[src/rtl/fetch_unit.sv]
// Instruction-fetch stage: next-PC selection, variable-latency imem handshake,
// IF/ID pipeline register with redirect and stall handling.
module fetch_unit #(
  parameter logic [31:0] RESET_PC = 32'd0
) (
  input  logic        clk,
  input  logic        reset,
  input  logic [31:0] pc,
  output logic [31:0] pc_next,
  output logic        imem_req,
  output logic [31:0] imem_addr,
  input  logic        imem_ready,
  input  logic [31:0] imem_rdata,
  input  logic        stall,
  input  logic        branch_taken,
  input  logic [31:0] branch_target,
  input  logic        jump,
  input  logic [25:0] jump_index,
  output logic [31:0] if_id_instr,
  output logic [31:0] if_id_pc4,
  output logic        if_id_valid
);

  typedef enum logic [1:0] {IDLE, REQ, HOLD} state_t;

  state_t      state;
  logic [31:0] buf_instr;
  logic        pend;
  logic [31:0] pend_tgt;

  logic [31:0] pc4;
  logic        redir_in;
  logic [31:0] target;

  // RESET_PC documents the PC register's reset value; this block never drives it.
  logic unused_reset_pc;
  assign unused_reset_pc = ^RESET_PC;

  assign pc4       = pc + 32'd4;
  assign redir_in  = branch_taken | jump;
  // EX is older than ID, so a taken branch beats a simultaneous jump.
  assign target    = branch_taken ? branch_target : {pc4[31:28], jump_index, 2'b00};
  assign imem_addr = pc;

  // NOTE: every output of this block gets a default first, so no path infers a latch.
  always_comb begin
    imem_req = (state == REQ);
    pc_next  = pc;
    case (state)
      REQ: begin
        if (redir_in && imem_ready)    pc_next = target;
        else if (redir_in)             pc_next = pc;
        else if (pend && imem_ready)   pc_next = pend_tgt;
        else if (imem_ready && !stall) pc_next = pc4;
      end
      HOLD: begin
        if (redir_in)    pc_next = target;
        else if (!stall) pc_next = pc4;
      end
      default: pc_next = pc;
    endcase
  end

  // NOTE: sequential state uses non-blocking assignments only, and the async reset
  // clears every register including the single-word instruction buffer.
  always_ff @(posedge clk or posedge reset) begin
    if (reset) begin
      state       <= IDLE;
      buf_instr   <= 32'd0;
      pend        <= 1'b0;
      pend_tgt    <= 32'd0;
      if_id_instr <= 32'd0;
      if_id_pc4   <= 32'd0;
      if_id_valid <= 1'b0;
    end else begin
      case (state)
        IDLE: state <= REQ;
        REQ: begin
          if (redir_in && imem_ready) begin
            pend        <= 1'b0;
            if_id_valid <= 1'b0;
          end else if (redir_in) begin
            // A newer redirect overwrites any older pending target.
            pend        <= 1'b1;
            pend_tgt    <= target;
            if_id_valid <= 1'b0;
          end else if (pend && imem_ready) begin
            pend        <= 1'b0;
            if_id_valid <= 1'b0;
          end else if (imem_ready && !stall) begin
            if_id_instr <= imem_rdata;
            if_id_pc4   <= pc4;
            if_id_valid <= 1'b1;
          end else if (imem_ready) begin
            buf_instr <= imem_rdata;
            state     <= HOLD;
          end else if (!stall) begin
            if_id_valid <= 1'b0;
          end
        end
        HOLD: begin
          if (redir_in) begin
            if_id_valid <= 1'b0;
            state       <= REQ;
          end else if (!stall) begin
            if_id_instr <= buf_instr;
            if_id_pc4   <= pc4;
            if_id_valid <= 1'b1;
            state       <= REQ;
          end
        end
        default: state <= IDLE;
      endcase
    end
  end

endmodule

[config.mk]
export PLATFORM = sky130hd
export DESIGN_NAME = fetch_unit
export DESIGN_NICKNAME = d
export VERILOG_FILES = /design/src/rtl/fetch_unit.sv
export SDC_FILE = /design/constraint.sdc
export NUM_CORES = 1
export LEC_CHECK = 0
export BUFFER_PORTS_ARGS = -buffer_cell sky130_fd_sc_hd__buf_2
export CAP_MARGIN = 20
export CORE_AREA = 8 8 186 188
export CTS_CLUSTER_SIZE = 8
export DETAILED_ROUTE_END_ITERATION = 6
export DIE_AREA = 0 0 194 196
export GPL_TIMING_DRIVEN = 0
export SETUP_SLACK_MARGIN = 0.1
export SYNTH_ARGS = -nofsm -noshare
export SYNTH_HDL_FRONTEND = slang
export SYNTH_SLANG_ARGS = --single-unit
[constraint.sdc]
create_clock -name clk -period 13.1 [get_ports clk]
set_input_delay 1.965 -clock clk [delete_from_list [all_inputs] [get_ports clk]]
set_output_delay 1.965 -clock clk [all_outputs]
set_load 0.05 [all_outputs]
==> impl_metrics.json <==
{
  "outcome": "finished clean",
  "async_flop_share_pct": 100.0,
  "grt_use_total_pct": 19.37,
  "cp_num_cells": 11,
  "clk_pin_slew_ns": 0.06,
  "initial_core_util_pct": 27.31,
  "regArea_um2": 3303,
  "hp-start": "if_id_pc4[7]",
  "crit_top_cell": "clkbuf_1",
  "critPathRequiredTime_ns": 11.14,
  "endpoint": "pc_next[14]",
  "yosysTopAreaCell": "dfrtp_1",
  "synth_top_family_by_area": "compound AO/OA/AOI/OAI gates",
  "drtIter0Drc": 798,
  "cp_num_buf_inv": 5,
  "vdd_drop_max_mv": 0.1239,
  "p_per_area_nw_per_um2": 247.4,
  "clock-skew-final_ns": 0.01196,
  "grt_pass1_wl_um": 56530,
  "synth-compound-area-share_pct": 20.58,
  "timing.rr.start": "state[1]",
  "place_hpwl_um": 29510,
  "io_buffers": 241,
  "yosys_warnings": 0,
  "worst-r2r-cell-count": 9,
  "yosys.area_share.simple_pct": 16.92,
  "postCtsSetupRepairBufs": 0,
  "wl_um": 38130,
  "endpoint_kind": "primary output",
  "postRouteAntennaNets": 0,
  "ys.flop_type": "dfrtp_1",
  "cp_top_family": "buffers and inverters",
  "overflow": 0,
  "synth.most_common_cell": "nand2_1",
  "clockBufferDepth": 2,
  "worstMarginPinSlew_ns": 1.037,
  "synthTopCellsByArea": "dfrtp_1 38%, o21ai_0 7.1%, nand2_1 6.0%",
  "rsz0062_at_grt": "no",
  "holdWs_ns": 0.4765,
  "clk_latency_ns": 0.43,
  "synth_xor_area_share_pct": 4.427,
  "dr.pass1.iters": 7,
  "nets": 1418,
  "critPathSlowestCell": "clkbuf_1",
  "max_slew_margin_pct": 30.85,
  "setup_violations": 0,
  "grt_max_degree": 94,
  "dieWidth_um": 194,
  "leakage_nw": 4.868,
  "h-tree-depth": 4,
  "critPathLaunchType": "input pin",
  "antenna_found_initial": 2,
  "slew_violations": 0,
  "core_um2": 31880,
  "cts-root-buf": "clkbuf_16",
  "syn_inst": 1024,
  "cts_tree": "built",
  "die_area_um2": 38020,
  "synth.ff_latch_count": 132,
  "avgSynthCellArea_um2": 8.501,
  "wl_per_cell_um": 22.34,
  "yosys-top-cells-count": "139 x nand2_1, 132 x dfrtp_1, 124 x o21ai_0",
  "cp.arrival_ns": 5.06,
  "num_rows": 66,
  "path_cells": "buf_2 -> clkbuf_1 -> nor2_1 -> nand2_1 -> clkbuf_1 -> clkbuf_1 -> o21ai_0 -> a21oi_1 -> a21oi_1 -> o32ai_1 -> buf_2",
  "area_delta_synth_final_pct": 27.38,
  "ys_types": 67,
  "multiInputGateArea_um2": 4737,
  "synth-edff-count": 0,
  "synthMuxAreaShare_pct": 11.70,
  "critPathKind": "input pin to primary output",
  "critPathMaxStageDelay_ns": 0.52,
  "critPathMaxFanout": 10,
  "clock_sinks": 132,
  "synth_top_area_share_pct": 37.95,
  "rr_endpoint": "if_id_pc4[11]",
  "synthAdderAreaFrac_pct": 0.7187,
  "ys_seq_area_share_pct": 37.95,
  "drc": 0,
  "globalplace.congestion": 0.9087,
  "cts_resized": 0,
  "setup_tns_ns": 0,
  "hp-class": "flop to flop",
  "drive_above_1_share_pct": 29.04,
  "vias": 9105,
  "die_h_um": 196,
  "syn_nets": 1157,
  "ctsHoldBuffers": 0,
  "crit_start": "branch_taken",
  "regToRegSetupSlack_ns": 9.59,
  "cap_violations": 0,
  "netlist_area_um2": 8705,
  "period_needed_ns": 7.022,
  "fmax_mhz": 142.4,
  "grt_pass1_vias": 9217,
  "io-pin-count": 258,
  "viasPerCell": 5.334,
  "hold_viol": 0,
  "fillers": 3385,
  "min_period_over_period_pct": 53.60,
  "cts_inserted_buffers": 17
}
-- layer usage --
metal / up-vias / track usage (%) / part of all wire, %
li1: 4170 / - / -
met1: 4414 / 23.82 / 41
met2: 445 / 31.96 / 47
met3: 74 / 5.021 / 9.0
met4: 2 / 7.977 / 3.4
met5: - / 0 / 0.026
-- flip-flops by register name (all words and copies together), names as in the netlist --
signal       count
if_id_instr     32
pend_tgt        32
state            2
if_id_valid      1
buf_instr       32
if_id_pc4       32
pend             1
-- layout by cell type, fill, tap and decap left out, types with 13 or more instances in the layout --
cell	instances
a21oi_1	51
a31oi_1	14
buf_2	250
buf_4	32
clkbuf_1	72
clkbuf_16	17
dfrtp_1	132
inv_1	15
mux2_2	46
mux2i_1	50
nand2_1	139
nand3_1	25
nor2_1	63
nor3_1	14
o211ai_1	13
o21ai_0	124
o22ai_1	13
xnor2_1	25
xor2_1	19
-- worst min path at each step --
stage	end	slack [ns]	depth (start not counted)
floorplan	pend_tgt[0]	0.44	2
global placement	pend_tgt[0]	0.45	2
detailed placement	pend_tgt[18]	0.46	2
CTS	pend_tgt[18]	0.48	2
global route	pend_tgt[1]	0.49	2
finish	if_id_pc4[7]	0.48	2
-- report_power, final --
| group | internal (mW) | switching [mW] |
|---|---|---|
| sequential | 0.602 | 0.0984 |
| combinational | 0.378 | 1.14 |
| clock | 0.293 | 0.230 |
-- metrics by stage --
step | instance area, µm² | cells | power (mW) | utilization [%] | setup slack [ns]
5_1_grt | 11090 | 1707 | 2.894 | 34.79 | 5.842
3_3_place_gp | 10420 | 1673 | 2.208 | 32.69 | 5.701
2_1_floorplan | 8705 | 1024 | 1.762 | - | 5.681
4_1_cts | 11090 | 1706 | 2.762 | 34.78 | 6.051
6_report | 11090 | 1707 | 2.743 | 34.79 | 6.078
3_5_place_dp | 10460 | 1674 | 2.233 | 32.82 | 6.071
-- cell type report --
cell class	instances	area share [%]
well taps	408	4.604
repair buffers	242	11.13
diodes	1	0.02257
inverters	16	0.5868
plain buffers	125	5.507
multi-input cells	751	42.72
flip-flops and latches	132	29.79
clock inverters	15	1.805
clock buffers	17	3.837
-- logic make-up (layout without fill, tap and decap cells) --
family,count (synthesis),count (layout)
AO/OA/AOI/OAI,291,291
XOR/XNOR,44,44
adder cells (fa/ha/maj),5,5
buffers and inverters,141,415
flip-flops,132,132
multiplexers,96,96
other,0,1
AND/OR/NAND/NOR,315,315
-- tightest hold or removal path: stages (launching register included) --
cell     delay, ns
dfrtp_1       0.34
nand2_1       0.04
o21ai_0       0.06
(Power assumes the default switching activity.)
